**src/rtl/spi_peripheral.sv**
```systemverilog
// SPI mode-0 responder: oversampled pins, valid/ready TX and RX streams, and a frame counter.
// Optional RX FIFO (first-word fall-through) when SPI_PERIPH_RX_FIFO_EN is defined.
module spi_peripheral #(
  parameter logic [7:0] FILL = 8'h00
`ifdef SPI_PERIPH_RX_FIFO_EN
  , parameter int unsigned RX_DEPTH = 4
`endif
) (
  input  logic       clk,
  input  logic       rst,
  input  logic       i_sclk,
  input  logic       i_cs_n,
  input  logic       i_mosi,
  output logic       o_miso,
  output logic       o_miso_oe,
  input  logic [7:0] i_tx_data,
  input  logic       i_tx_valid,
  output logic       o_tx_ready,
  output logic [7:0] o_rx_data,
  output logic       o_rx_valid,
  input  logic       i_rx_ready,
  input  logic       i_clear,
  output logic [7:0] o_transac,
  output logic       o_rx_overrun,
  output logic       o_tx_underrun,
  output logic       o_abort
);

  typedef enum logic {IDLE, SHIFT} state_t;

  state_t      state_q, state_n;
  logic        sclk_s1, sclk_s2, sclk_s3;
  logic        cs_s1, cs_s2, cs_s3;
  logic        mosi_s1, mosi_s2;
  logic        miso_oe_q;
  logic [2:0]  bit_cnt_q, bit_cnt_n;
  logic [7:0]  rx_sr_q, rx_sr_n;
  logic [7:0]  tx_sr_q, tx_sr_n;
  logic [7:0]  hold_q, hold_n;
  logic        hold_empty_q, hold_empty_n;
  logic        miso_q, miso_n;
  logic [7:0]  transac_q, transac_n;
  logic        abort_q, abort_n;
  logic        underrun_q, underrun_n;
  logic        push_c, load_c;
  logic [7:0]  rx_byte_c;
  logic        sclk_rise_c, sclk_fall_c, cs_rise_c, cs_fall_c;

  // Pin synchronizers; MOSI is used at s2 so it lines up with SCLK edge detection
  always_ff @(posedge clk) begin
    if (rst) begin
      sclk_s1   <= 1'b0;
      sclk_s2   <= 1'b0;
      sclk_s3   <= 1'b0;
      cs_s1     <= 1'b1;
      cs_s2     <= 1'b1;
      cs_s3     <= 1'b1;
      mosi_s1   <= 1'b0;
      mosi_s2   <= 1'b0;
      miso_oe_q <= 1'b0;
    end else begin
      sclk_s1   <= i_sclk;
      sclk_s2   <= sclk_s1;
      sclk_s3   <= sclk_s2;
      cs_s1     <= i_cs_n;
      cs_s2     <= cs_s1;
      cs_s3     <= cs_s2;
      mosi_s1   <= i_mosi;
      mosi_s2   <= mosi_s1;
      miso_oe_q <= ~cs_s1;
    end
  end

  assign sclk_rise_c = sclk_s2 & ~sclk_s3;
  assign sclk_fall_c = ~sclk_s2 & sclk_s3;
  assign cs_rise_c   = cs_s2 & ~cs_s3;
  assign cs_fall_c   = ~cs_s2 & cs_s3;

  // Next-state and datapath
  always_comb begin
    state_n      = state_q;
    bit_cnt_n    = bit_cnt_q;
    rx_sr_n      = rx_sr_q;
    tx_sr_n      = tx_sr_q;
    hold_n       = hold_q;
    hold_empty_n = hold_empty_q;
    transac_n    = transac_q;
    abort_n      = 1'b0;
    underrun_n   = 1'b0;
    push_c       = 1'b0;
    load_c       = 1'b0;
    rx_byte_c    = {rx_sr_q[6:0], mosi_s2};

    case (state_q)
      IDLE: begin
        bit_cnt_n = 3'd0;
        if (cs_fall_c) begin
          load_c  = 1'b1;
          state_n = SHIFT;
        end
      end
      SHIFT: begin
        if (cs_rise_c) begin
          state_n   = IDLE;
          bit_cnt_n = 3'd0;
          abort_n   = (bit_cnt_q != 3'd0);
        end else if (sclk_rise_c) begin
          rx_sr_n = rx_byte_c;
          if (bit_cnt_q == 3'd7) begin
            push_c    = 1'b1;
            load_c    = 1'b1;
            bit_cnt_n = 3'd0;
            transac_n = transac_q + 8'd1;
          end else begin
            bit_cnt_n = bit_cnt_q + 3'd1;
          end
        end else if (sclk_fall_c && (bit_cnt_q != 3'd0)) begin
          tx_sr_n = {tx_sr_q[6:0], 1'b0};
        end
      end
      default: state_n = IDLE;
    endcase

    // A load takes the pre-accept holding value, so a same-cycle accept is safe
    if (load_c) begin
      if (hold_empty_q) begin
        tx_sr_n    = FILL;
        underrun_n = 1'b1;
      end else begin
        tx_sr_n      = hold_q;
        hold_empty_n = 1'b1;
      end
    end
    if (i_tx_valid && hold_empty_q) begin
      hold_n       = i_tx_data;
      hold_empty_n = 1'b0;
    end
    if (i_clear) transac_n = 8'd0;
    miso_n = (state_n == SHIFT) & tx_sr_n[7];
  end

  // State register
  always_ff @(posedge clk) begin
    if (rst) begin
      state_q      <= IDLE;
      bit_cnt_q    <= 3'd0;
      rx_sr_q      <= 8'd0;
      tx_sr_q      <= 8'd0;
      hold_q       <= 8'd0;
      hold_empty_q <= 1'b1;
      miso_q       <= 1'b0;
      transac_q    <= 8'd0;
      abort_q      <= 1'b0;
      underrun_q   <= 1'b0;
    end else begin
      state_q      <= state_n;
      bit_cnt_q    <= bit_cnt_n;
      rx_sr_q      <= rx_sr_n;
      tx_sr_q      <= tx_sr_n;
      hold_q       <= hold_n;
      hold_empty_q <= hold_empty_n;
      miso_q       <= miso_n;
      transac_q    <= transac_n;
      abort_q      <= abort_n;
      underrun_q   <= underrun_n;
    end
  end

  assign o_miso        = miso_q;
  assign o_miso_oe     = miso_oe_q;
  assign o_tx_ready    = hold_empty_q;
  assign o_transac     = transac_q;
  assign o_abort       = abort_q;
  assign o_tx_underrun = underrun_q;

`ifdef SPI_PERIPH_RX_FIFO_EN
  localparam int unsigned PTR_W = $clog2(RX_DEPTH);

  logic [7:0]     mem [RX_DEPTH];
  logic [PTR_W-1:0] wptr_q, rptr_q;
  logic [PTR_W:0]   count_q;
  logic           full_c, pop_c, wr_c, overrun_q;

  assign full_c = (count_q == (PTR_W+1)'(RX_DEPTH));
  assign pop_c  = (count_q != '0) & i_rx_ready;
  assign wr_c   = push_c & (~full_c | pop_c);

  always_ff @(posedge clk) begin
    if (wr_c) mem[wptr_q] <= rx_byte_c;
  end

  // Pointers wrap naturally because the depth is a power of two
  always_ff @(posedge clk) begin
    if (rst) begin
      wptr_q    <= '0;
      rptr_q    <= '0;
      count_q   <= '0;
      overrun_q <= 1'b0;
    end else begin
      overrun_q <= push_c & full_c & ~pop_c;
      if (wr_c)  wptr_q <= wptr_q + PTR_W'(1);
      if (pop_c) rptr_q <= rptr_q + PTR_W'(1);
      if (wr_c && !pop_c)      count_q <= count_q + (PTR_W+1)'(1);
      else if (!wr_c && pop_c) count_q <= count_q - (PTR_W+1)'(1);
    end
  end

  assign o_rx_valid   = (count_q != '0);
  assign o_rx_data    = o_rx_valid ? mem[rptr_q] : 8'h00;
  assign o_rx_overrun = overrun_q;
`else
  logic [7:0] rx_data_q;
  logic       rx_valid_q, overrun_q;

  // Single-entry RX register: an unread byte wins over a new one unless consumed now
  always_ff @(posedge clk) begin
    if (rst) begin
      rx_data_q  <= 8'd0;
      rx_valid_q <= 1'b0;
      overrun_q  <= 1'b0;
    end else begin
      overrun_q <= 1'b0;
      if (push_c) begin
        if (rx_valid_q && !i_rx_ready) begin
          overrun_q <= 1'b1;
        end else begin
          rx_data_q  <= rx_byte_c;
          rx_valid_q <= 1'b1;
        end
      end else if (rx_valid_q && i_rx_ready) begin
        rx_valid_q <= 1'b0;
      end
    end
  end

  assign o_rx_valid   = rx_valid_q;
  assign o_rx_data    = rx_data_q;
  assign o_rx_overrun = overrun_q;
`endif

endmodule

```
**config.mk**
```make
export PLATFORM = sky130hd
export DESIGN_NAME = spi_peripheral
export DESIGN_NICKNAME = d
export VERILOG_FILES = /design/src/rtl/spi_peripheral.sv
export SDC_FILE = /design/constraint.sdc
export NUM_CORES = 1
export LEC_CHECK = 0
export CAP_MARGIN = 20
export CORE_MARGIN = 8
export CORE_UTILIZATION = 34
export CTS_BUF_LIST = sky130_fd_sc_hd__clkbuf_16
export CTS_CLUSTER_DIAMETER = 80
export DETAILED_ROUTE_END_ITERATION = 10
export DONT_BUFFER_PORTS = 1
export PLACE_DENSITY = 0.57
export SLEW_MARGIN = 30
export SYNTH_ARGS = -nofsm -noshare
export SYNTH_HDL_FRONTEND = slang
export SYNTH_SLANG_ARGS = --single-unit
```
**constraint.sdc**
```tcl
create_clock -name clk -period 2.1 [get_ports clk]
set_input_delay 0.105 -clock clk [delete_from_list [all_inputs] [get_ports clk]]
set_output_delay 0.105 -clock clk [all_outputs]
set_load 0.1 [all_outputs]
```
; ---- Word level (Yosys, flattened, before mapping)
; Cells that the tools add are included.
[word_totals]
wordCells = 89
out_inout_bits = 23
regBits = 58
[op_classes]
eq_ne = 5
n_addsub = 2
reduce_logical = 19
bitwise = 15
muxes = 25
[ops]
columns = op, count
row1 = 8-bit two-way mux, 6
row2 = 1-bit two-way mux, 13
row3 = 1-bit inverter, 10
row4 = 3-bit two-way mux, 3
row5 = "8-bit by 1-bit adder with 8-bit output, second input constant", 1
row6 = 4-bit AND reduction, 2
row7 = 2-bit nonzero test, 4
row8 = "2-bit != test, second input constant", 3
row9 = 3-bit case mux with 2 select lines, 1
row10 = 2-bit OR reduction, 3
row11 = 1-bit bitwise AND, 5
row12 = 1-bit logical AND, 4
row13 = 1-bit case mux with 2 select lines, 2
row14 = 2-bit AND reduction, 2
row15 = "3-bit by 1-bit adder with 3-bit output, second input constant", 1
row16 = "3-bit equality test, second input constant", 1
row17 = "3-bit by 1-bit != test with 1-bit output, second input constant", 1
row18 = 3-bit AND reduction, 1
row19 = 3-bit nonzero test, 1
row20 = 3-bit OR reduction, 1
row21 = 1-bit zero test, 1

; ---- Logic depth before layout (Yosys ltp)
; Gate-level depths: netlist of run 1.
[depth]
depth_word = 9
ltp_mapped = 8
ltp_nobuf = 6

; ---- Least setup slack after synthesis of run 1
; No wires, ideal clock.
[synth_path]
kind = reg-to-reg
start = reg transac_q[0], in the netlist o_transac[0]
end = reg transac_q[6], in the netlist o_transac[6]
required_time_ps = 1976
setup_time_ps = 124
slack_ps = 132
synth_period_minus_slack_ps = 1968
arrival_ps = 1844
stages_incl_launch_ff = 6
path_cell_list = dfxtp_1 ha_1 nand3_1 nor4_1 xnor2_1 nor2_1
[synth_via]
elab_chain_cells = 1
[synth_lines]
columns = element, line
row1 = start: declaration, 42  ; logic [7:0] transac_q, transac_n;
row2 = start signal: assignment, 163  ; transac_q <= transac_n;
row3 = 8-bit by 1-bit adder with 8-bit output, 113  ; transac_n = transac_q + 8'd1;
; Every way passes these cells.
; A chain may end at the register's enable or synchronous reset.

; ---- Worst setup path after layout of run 1
[layout_path]
start = reg bit_cnt_q[0]
end = reg tx_sr_q[0]
[layout_via]
elab_chain_cells = 7
word_cells_on_any_way = 13
classes_between = 3 x eq/ne / 5 x mux / 5 x reduce/logical
[layout_lines]
columns = element, line
row1 = start: declaration, 36  ; logic [2:0] bit_cnt_q, bit_cnt_n;
row2 = start signal: assignment, 157  ; bit_cnt_q <= bit_cnt_n;
row3 = 3-bit equality test, 109  ; if (bit_cnt_q == 3'd7) begin
row4 = 1-bit two-way mux, 109
row5 = 1-bit two-way mux, 107  ; end else if (sclk_rise_c) begin
row6 = 1-bit two-way mux, 103  ; if (cs_rise_c) begin
row7 = 1-bit case mux with 2 select lines, 94  ; case (state_q)
row8 = 2-bit != test (no source line) / 2-bit nonzero test (equally long branches), --
row9 = 4-bit AND reduction (no source line), --
row10 = end signal: assignment, 159  ; tx_sr_q <= tx_sr_n;
row11 = end: declaration, 38  ; logic [7:0] tx_sr_q, tx_sr_n;
; Parallel ways exist; a longest one is shown, timed or not.

==> results of run 1 <==
-- metal layers --
metal / up-vias / track usage
met4: 0 / 0.0698
met3: 8 / 0.0405
li1: 940 / -
met5: - / 0
met1: 852 / 0.138
met2: 38 / 0.157
-- report_power, final --
group / total (mW) / switching (mW) / leakage [nW] / internal, mW
clock: 1.51 / 0.490 / 0.148 / 1.02
combinational: 0.142 / 0.0916 / 0.583 / 0.0507
sequential: 1.14 / 0.0185 / 0.471 / 1.13
-- final timing paths --
path / startpoint / end / slack [ps] / depth (start not counted)
worst max-delay path: bit_cnt_q[0]$_SDFFE_PP0P_ / tx_sr_q[0]$_SDFFE_PP0P_ / 210 / 6
worst min-delay path: i_rx_ready / o_rx_overrun$_SDFF_PP0_ / 20 / 2
worst max register to register: bit_cnt_q[0]$_SDFFE_PP0P_ / tx_sr_q[0]$_SDFFE_PP0P_ / 210 / 6
worst min register to register: cs_s1$_SDFF_PP1_ / o_miso_oe$_SDFF_PP0_ / 400 / 1
-- cells by family (layout without fill, tap and decap cells) --
family / count (synthesis) / after routing / share of synthesized area
AND/OR/NAND/NOR: 109 / 109 / 0.262
multiplexers: 16 / 16 / 0.0678
AO/OA/AOI/OAI: 36 / 36 / 0.102
adder cells (fa/ha/maj): 4 / 4 / 0.0212
buffers and inverters: 19 / 60 / 0.0371
XOR/XNOR: 5 / 5 / 0.0185
flip-flops: 58 / 58 / 0.491
-- cells in the final DEF (no fill, tap or decap), drive strengths merged, types with 8 or more instances in the layout --
cell type and count:
a21oi 17, buf 28, clkbuf 9, dfxtp 58, dlygate4sd3 11, mux2i 16
nand2 22, nand2b 10, nor2 29, nor2b 8
-- critical path, stage by stage (launching register included) --
cell and delay, ps:
dfxtp_1 320, ha_1 190, ha_1 210, and4b_1 280
and2_4 210, or4b_1 490, a21oi_1 120
-- sequential cells by signal (all words and copies together) (netlist names) --
| name | flops |
|---|---|
| cs_s2 | 1 |
| cs_s3 | 1 |
| mosi_s1 | 1 |
| o_rx_overrun | 1 |
| cs_s1 | 1 |
| o_tx_underrun | 1 |
| tx_sr_q | 8 |
| o_rx_valid | 1 |
| sclk_s2 | 1 |
| o_rx_data | 8 |
| o_abort | 1 |
| sclk_s3 | 1 |
| state_q | 1 |
| o_miso_oe | 1 |
| o_tx_ready | 1 |
| hold_q | 8 |
| mosi_s2 | 1 |
| o_transac | 8 |
| sclk_s1 | 1 |
| o_miso | 1 |
| bit_cnt_q | 3 |
| rx_sr_q | 7 |
-- timing repair --
action | CTS | global route
hold endpoints to repair | 49 | 0
setup endpoints to repair | 0 | 0
hold buffers | 12 | 0
-- cell type report --
class | instances | area [um2]
Fill cell | 662 | 3720
Sequential cell | 58 | 1160
Multi-Input combinational cell | 170 | 1110
Timing Repair Buffer | 39 | 333
Clock buffer | 9 | 225
Tap cell | 80 | 100
Clock inverter | 7 | 83.8
Inverter | 5 | 18.8
-- metrics by stage --
| step | utilization | instances | cell area [um2] |
|---|---|---|---|
| after detailed placement | 0.384 | 340 | 2600 |
| final | 0.449 | 368 | 3040 |
| after global placement | 0.384 | 340 | 2600 |
| after floorplan | - | 247 | 2360 |
| after global routing | 0.449 | 368 | 3040 |
| after CTS | 0.449 | 368 | 3040 |
==> impl_metrics.py, run 1 <==
metrics = {
    "synthesis": {
        "ys_seq_elements": 58,
        "synth_common_cells": "58 x dfxtp_1, 29 x nor2_1, 21 x nand2_1, 17 x a21oi_1, 16 x mux2i_1",
        "synth_area_leaders": "dfxtp_1 49%, mux2i_1 6.8%, nor2_1 4.6%",
        "yosysTopAreaCell": "dfxtp_1",
        "yosys.cell_types.count": 44,
        "synth_nets": 267,
        "syn_area_mm2": 0.00236,
        "yosys_warnings": 0,
        "avgSynthCellArea_um2": 9.57,
        "synthCells": 247,
        "synthFlopType": "dfxtp_1",
        "synth.most_common_cell": "dfxtp_1",
        "synth_edf_count": 0,
        "async_flop_share": 0,
        "ys_seq_area_frac": 0.491,
        "synth_top_area_frac": 0.491,
    },
    "placed_design": {
        "numPortBuffers": 0,
        "detailedPlacementHpwl_mm": 3.58,
        "gp_congestion": 0.779,
        "dp_slack_ps": 208,
    },
    "timing": {
        "rsz0062_at_grt": "false",
        "setup_ws_ps": 210,
        "timing.final.crit_period_ps": 1890,
        "timing.fmax_ghz": 0.529,
        "finalClockSkew_ps": 10.2,
        "hold_violations": 0,
        "slew_headroom": 0.660,
        "timing.hold.ws_ps": 18.2,
        "slew_violations": 0,
        "setup_violations": 0,
        "finalSetupTns_ps": 0,
        "post-route-period-util": 0.900,
        "tightest_slew_ps": 508,
    },
    "drt": {
        "via_per_inst": 4.99,
        "highest-signal-layer": "met4",
        "vias": 1838,
        "drc": 0,
        "ant_nets": 0,
        "met3_length_um": 369,
        "firstDrtPassIters": 4,
        "initialDrtViolationCount": 148,
        "wl_met1_mm": 2.42,
        "dr_wl_met2_mm": 2.26,
        "routed_wl_mm": 5.16,
        "wire_per_inst_um": 14.0,
    },
    "worst_setup_path": {
        "crit_arrival_ps": 2140,
        "cp-end-kind": "register",
        "critical_path_class": "reg -> reg",
        "start_kind": "register",
        "critPathMaxFanout": 6,
        "cp.required_ps": 2350,
    },
    "flow_run": {
        "cap_violations": 0,
    },
    "die": {
        "die_height_um": 99.4,
        "core_mm2": 0.00676,
        "start_util": 0.350,
        "rows": 30,
        "die_area_mm2": 0.00988,
        "io_pins": 39,
        "fp.dieW_um": 99.4,
    },
    "clock_network": {
        "post_cts_resized": 0,
        "cts.sinks": 58,
        "clockRootBuffer": "clkbuf_16",
        "clkLatencyLatePin_ps": 320,
        "htreeDepth": 3,
        "cts_setup_buffers": 0,
        "clkTransAtPathRegs_ps": 50,
        "numCtsBuffers": 9,
        "clk_path_buf_depth": 2,
        "cts_tree": "built",
    },
    "pwr": {
        "power.total_mw": 2.80,
        "p_per_area_mw_per_mm2": 921,
        "p_leak_nw": 1.20,
        "vdd_ir_drop_max_v": 0.000520,
    },
    "min_path": {
        "hold_path.class": "in -> reg",
    },
    "grt": {
        "grt_max_degree": 56,
        "first_global_vias": 1804,
        "antenna_found_initial": 0,
        "grt_pass1_wl_mm": 8.74,
        "track_usage": 0.111,
        "gr-total-overflow": 0,
    },
    "layout": {
        "n_antenna_cell": 0,
        "syn_to_final_growth_pct": 28.5,
        "final_nets": 303,
        "final_layout_size_suffix_gt1_frac": 0.184,
    },
    "run_status": {
        "status": "completed",
    },
}
Note: power is estimated with default switching activity, not from simulation.
==> run 2, diff against run 1 <==
--- a/config.mk
+++ b/config.mk
@@ -5,8 +5,9 @@
 export SDC_FILE = /design/constraint.sdc
 export NUM_CORES = 1
 export LEC_CHECK = 0
+export ABC_CLOCK_PERIOD_IN_PS = 2100
 export CAP_MARGIN = 20
-export CORE_MARGIN = 8
+export CORE_MARGIN = 3
 export CORE_UTILIZATION = 34
 export CTS_BUF_LIST = sky130_fd_sc_hd__clkbuf_16
 export CTS_CLUSTER_DIAMETER = 80
==> run 2 against run 1 <==
Against the previous run: global-route usage grew 2.3 points; worst setup slack lost 38 ps; via count shrank 0.92%; register-to-register slack lost 40 ps; clock skew shrank 2.8 ps; power shrank 4.4%; critical endpoint unchanged.
==> impl_metrics.py, run 2 (synthesis results as in run 1) <==
metrics = {
    "min_path": {
        "min_path_cells": 2,
        "hp-start": "rst",
        "min_to": "o_transac[3]$_SDFFE_PP0P_",
        "hold_path.class": "in -> reg",
    },
    "drt": {
        "ant_nets": 0,
        "vias": 1821,
        "drc": 0,
        "initialDrtViolationCount": 101,
        "routed_wl_mm": 4.95,
        "via_per_inst": 4.98,
        "firstDrtPassIters": 4,
        "wire_per_inst_um": 13.5,
    },
    "pwr": {
        "seqPwrFrac": 0.428,
        "p_leak_nw": 1.21,
        "p_comb_frac": 0.054,
        "internal_power_mw": 2.08,
        "p_clk_frac": 0.518,
        "power.total_mw": 2.67,
        "p_per_area_mw_per_mm2": 885,
        "vdd_ir_drop_max_v": 0.000690,
        "p_switching_mw": 0.594,
        "swShare": 0.222,
    },
    "timing": {
        "setup_ws_ps": 172,
        "finalClockSkew_ps": 7.42,
        "hold_violations": 0,
        "timing.hold.ws_ps": 66.0,
        "rsz0062_at_grt": "false",
        "slew_violations": 0,
        "tightest_slew_ps": 525,
        "timing.final.crit_period_ps": 1930,
        "setup_violations": 0,
        "finalSetupTns_ps": 0,
        "timing.fmax_ghz": 0.519,
        "post-route-period-util": 0.918,
        "slew_headroom": 0.649,
    },
    "run_status": {
        "status": "completed",
    },
    "die": {
        "rows": 29,
        "io_pins": 39,
        "fp.dieW_um": 89.4,
        "start_util": 0.362,
        "die_height_um": 89.4,
        "die_area_mm2": 0.00799,
        "core_mm2": 0.00653,
    },
    "clock_network": {
        "clkLatencyLatePin_ps": 320,
        "clk_path_buf_depth": 2,
        "cts_setup_buffers": 0,
        "htreeDepth": 3,
        "cts_tree": "built",
        "clkTransAtPathRegs_ps": 50,
        "clockRootBuffer": "clkbuf_16",
        "numCtsBuffers": 9,
        "cts.sinks": 58,
    },
    "grt": {
        "gr-total-overflow": 0,
        "use_met1": 0.165,
        "grt_pass1_wl_mm": 8.03,
        "top_usage_layer": "met2",
        "first_global_vias": 1734,
        "grt_util_met3": 0.0691,
        "met2_usage": 0.198,
        "antenna_found_initial": 0,
        "track_usage": 0.134,
        "grt_max_degree": 56,
    },
    "worst_setup_path": {
        "crit_arrival_ps": 2180,
        "critPathMaxFanout": 6,
        "cp.required_ps": 2350,
        "critical_path_class": "reg -> reg",
        "path_cells": "ha_1 > ha_1 > and4b_1 > and2_4 > or4b_1 > a21oi_1",
        "path_common_cell": "ha_1",
        "critPathBufInv": 0,
        "cpPeakStageDelay_ps": 500,
        "timing.rr.start": "bit_cnt_q[0]$_SDFFE_PP0P_",
        "rr_endpoint": "tx_sr_q[0]$_SDFFE_PP0P_",
        "crit_path_top_delay_cell": "or4b_1",
        "crit_family": "simple AND/OR/NAND/NOR gates",
        "start_kind": "register",
        "r2r_setup_slack_ps": 170,
        "cp-end-kind": "register",
        "reg2reg_depth": 6,
    },
    "placed_design": {
        "detailedPlacementHpwl_mm": 3.29,
        "dp_slack_ps": 188,
        "numPortBuffers": 0,
        "dp_cells": 337,
        "gp_congestion": 0.766,
        "place_area_mm2": 0.00259,
    },
    "layout": {
        "n_antenna_cell": 0,
        "utilization": 0.462,
        "layout_common_cells": "58 x dfxtp_1, 29 x nor2_1, 27 x buf_4",
        "final_cells": 366,
        "final_common_cell": "dfxtp_1",
        "finalInstanceArea_mm2": 0.00302,
        "final_layout_size_suffix_gt1_frac": 0.187,
        "syn_to_final_growth_pct": 27.8,
        "final_nets": 304,
    },
    "flow_run": {
        "cap_violations": 0,
    },
}
[run 2: cell types whose count changed in the layout (fill, tap and decap cells not counted), sizes merged]
cell | before | now
inv | 5 | 6
clkinvlp | 1 | 0
bufinv | 2 | 1
clkinv | 4 | 5
dlygate4sd3 | 11 | 12
[run 2: area by class of cell]
cell class | count | area [um2]
Timing Repair Buffer | 40 | 343
Clock inverter | 7 | 61.3
Sequential cell | 58 | 1160
Multi-Input combinational cell | 170 | 1110
Fill cell | 622 | 3510
Inverter | 5 | 18.8
Tap cell | 77 | 96.3
Clock buffer | 9 | 225
[run 2: repair_timing]
item                                   4_1_cts  5_1_grt
gates resized for setup                      0        0
hold buffers                                13        0
endpoints found under the hold margin       49        0
[run 2: how the worst max path moves through the flow]
stage	startpoint	endpoint	slack, ps	cells past startpoint
floorplan	o_transac[0]$_SDFFE_PP0P_	o_transac[6]$_SDFFE_PP0P_	130	5
global placement	bit_cnt_q[0]$_SDFFE_PP0P_	tx_sr_q[0]$_SDFFE_PP0P_	250	6
detailed placement	bit_cnt_q[0]$_SDFFE_PP0P_	tx_sr_q[0]$_SDFFE_PP0P_	190	6
CTS	bit_cnt_q[0]$_SDFFE_PP0P_	tx_sr_q[0]$_SDFFE_PP0P_	170	6
global route	bit_cnt_q[0]$_SDFFE_PP0P_	o_miso$_SDFF_PP0_	70	6
finish	bit_cnt_q[0]$_SDFFE_PP0P_	tx_sr_q[0]$_SDFFE_PP0P_	170	6
[run 2: power groups by stage]
stage	Combinational, mW	Sequential, mW	Clock, mW
2_1_floorplan	0.0768	1.19	0
3_3_place_gp	0.106	1.17	0
3_5_place_dp	0.107	1.17	0
4_1_cts	0.144	1.14	1.43
5_1_grt	0.156	1.15	1.47
6_report	0.144	1.14	1.39
[run 2: per-layer routing]
layer | vias up | share of wire
met4 | 0 | 0.013
met3 | 6 | 0.078
met5 | - | 0
met1 | 825 | 0.47
met2 | 47 | 0.44
li1 | 943 | -
==> run 3, diff against run 2 <==
--- a/config.mk
+++ b/config.mk
@@ -5,7 +5,7 @@
 export SDC_FILE = /design/constraint.sdc
 export NUM_CORES = 1
 export LEC_CHECK = 0
-export ABC_CLOCK_PERIOD_IN_PS = 2100
+export ABC_CLOCK_PERIOD_IN_PS = 2420
 export CAP_MARGIN = 20
 export CORE_MARGIN = 3
 export CORE_UTILIZATION = 34
==> constraint.sdc (replaced) <==
create_clock -name clk -period 2.42 [get_ports clk]
set_input_delay 0.121 -clock clk [delete_from_list [all_inputs] [get_ports clk]]
set_output_delay 0.121 -clock clk [all_outputs]
set_load 0.1 [all_outputs]
==> run 3 against run 2 <==
Against the previous run: via count down 2.1%; register-to-register slack better by 150 ps; non-clock buffer count down 9; sequential cell count unchanged; critical path depth unchanged; clock power down 5%; global-route usage up 0.48 points.
==> impl_metrics.py, run 3 (synthesis results as in run 1) <==
metrics = {
    "run_status": {
        "status": "completed",
    },
    "layout": {
        "layout_common_cells": "58 x dfxtp_1, 29 x nor2_1, 21 x nand2_1",
        "n_antenna_cell": 0,
        "multi_input_area_mm2": 0.00111,
        "finalInstanceArea_mm2": 0.00297,
        "syn_to_final_growth_pct": 25.8,
        "final_nets": 295,
        "fill_cells": 635,
        "final_layout_size_suffix_gt1_frac": 0.161,
        "utilization": 0.455,
        "final_common_cell": "dfxtp_1",
        "final_cells": 357,
        "seq_area_mm2": 0.00116,
    },
    "pwr": {
        "power.total_mw": 2.43,
        "swShare": 0.217,
        "p_per_area_mw_per_mm2": 819,
        "p_comb_frac": 0.047,
        "p_switching_mw": 0.528,
        "seqPwrFrac": 0.412,
        "p_clk_frac": 0.542,
        "p_leak_nw": 1.16,
        "vdd_ir_drop_max_v": 0.000593,
        "internal_power_mw": 1.91,
    },
    "timing": {
        "tightest_slew_ps": 961,
        "slew_headroom": 0.358,
        "setup_violations": 0,
        "timing.fmax_ghz": 0.478,
        "timing.hold.ws_ps": 43.9,
        "finalClockSkew_ps": 5.53,
        "hold_violations": 0,
        "setup_ws_ps": 326,
        "finalSetupTns_ps": 0,
        "slew_violations": 0,
        "timing.final.crit_period_ps": 2090,
        "rsz0062_at_grt": "false",
        "post-route-period-util": 0.865,
    },
    "placed_design": {
        "dp_slack_ps": 311,
        "detailedPlacementHpwl_mm": 3.25,
        "gp_congestion": 0.724,
        "numPortBuffers": 0,
        "place_area_mm2": 0.00253,
        "dp_cells": 329,
    },
    "worst_setup_path": {
        "crit_family": "simple AND/OR/NAND/NOR gates",
        "start_kind": "register",
        "crit_path_top_delay_cell": "and3_1",
        "cpPeakStageDelay_ps": 540,
        "path_cells": "ha_1 > ha_1 > and4b_1 > and3_1 > mux2i_1 > nor2_1",
        "path_common_cell": "ha_1",
        "critPathMaxFanout": 11,
        "crit_arrival_ps": 2300,
        "cp-end-kind": "register",
        "critical_path_class": "reg -> reg",
        "critPathBufInv": 0,
        "cp.required_ps": 2630,
    },
    "clock_network": {
        "cts.sinks": 58,
        "cts_setup_buffers": 0,
        "clk_path_buf_depth": 2,
        "numCtsBuffers": 9,
        "clockRootBuffer": "clkbuf_16",
        "cts_tree": "built",
        "post_cts_resized": 0,
        "htreeDepth": 3,
        "clkTransAtPathRegs_ps": 50,
        "clkLatencyLatePin_ps": 330,
    },
    "die": {
        "die_height_um": 89.4,
        "start_util": 0.362,
        "io_pins": 39,
        "die_area_mm2": 0.00799,
        "fp.dieW_um": 89.4,
        "rows": 29,
        "core_mm2": 0.00653,
    },
    "drt": {
        "routed_wl_mm": 4.99,
        "initialDrtViolationCount": 111,
        "via_per_inst": 4.99,
        "wire_per_inst_um": 14.0,
        "drc": 0,
        "firstDrtPassIters": 4,
        "vias": 1783,
        "ant_nets": 0,
    },
    "flow_run": {
        "cap_violations": 0,
    },
    "grt": {
        "first_global_vias": 1717,
        "grt_pass1_wl_mm": 8.29,
        "track_usage": 0.139,
        "antenna_found_initial": 0,
        "gr-total-overflow": 0,
        "grt_max_degree": 56,
    },
    "min_path": {
        "hold_path.class": "in -> reg",
    },
}
## run 3: cell types whose count changed in the layout (fill, tap and decap cells not counted), sizes merged
cell,delta
buf,-8
bufinv,+1
clkinv,-1
clkinvlp,+1
dlygate4sd3,-1
inv,-1
## run 3: layout make-up
cell class | count | area share
sequential | 58 | 0.391
inverter | 5 | 0.00631
multi-input combinational | 170 | 0.375
timing repair buffer | 31 | 0.0918
tap | 77 | 0.0324
clock buffer | 9 | 0.0758
clock inverter | 7 | 0.0282
## run 3: power groups by stage
stage,combinational (mW),clock [mW],sequential (mW)
finish,0.114,1.32,1.00
floorplan,0.0666,0,1.03
CTS,0.113,1.35,1.00
detailed placement,0.0823,0,1.02
global route,0.124,1.39,1.00
global placement,0.0817,0,1.02
## run 3: worst paths after layout
check                                                from                        end  slack [ps]  cells past startpoint
worst max-delay path            bit_cnt_q[0]$_SDFFE_PP0P_  o_rx_data[6]$_SDFFE_PP0P_         330                      6
worst min-delay path                           i_rx_ready    o_rx_overrun$_SDFF_PP0_          40                      2
worst max register to register  bit_cnt_q[0]$_SDFFE_PP0P_  o_rx_data[6]$_SDFFE_PP0P_         330                      6
worst min register to register           cs_s1$_SDFF_PP1_       o_miso_oe$_SDFF_PP0_         410                      1
## run 3: worst register-to-register path, stage by stage (launching register included)
cell and delay (ps):
dfxtp_1 350, ha_1 160, ha_1 190, and4b_1 450
and3_1 540, mux2i_1 240, nor2_1 50
## run 3: timing repair
item / CTS / global route
hold endpoints to repair: 49 / 0
setup endpoints to repair: 0 / 0
hold buffers: 12 / 0
## run 3: layer usage
layer | GRT usage | wire length (um)
met1 | 0.175 | 2370
met2 | 0.196 | 2160
met3 | 0.0719 | 388
met4 | 0.0650 | 77
met5 | 0 | 0
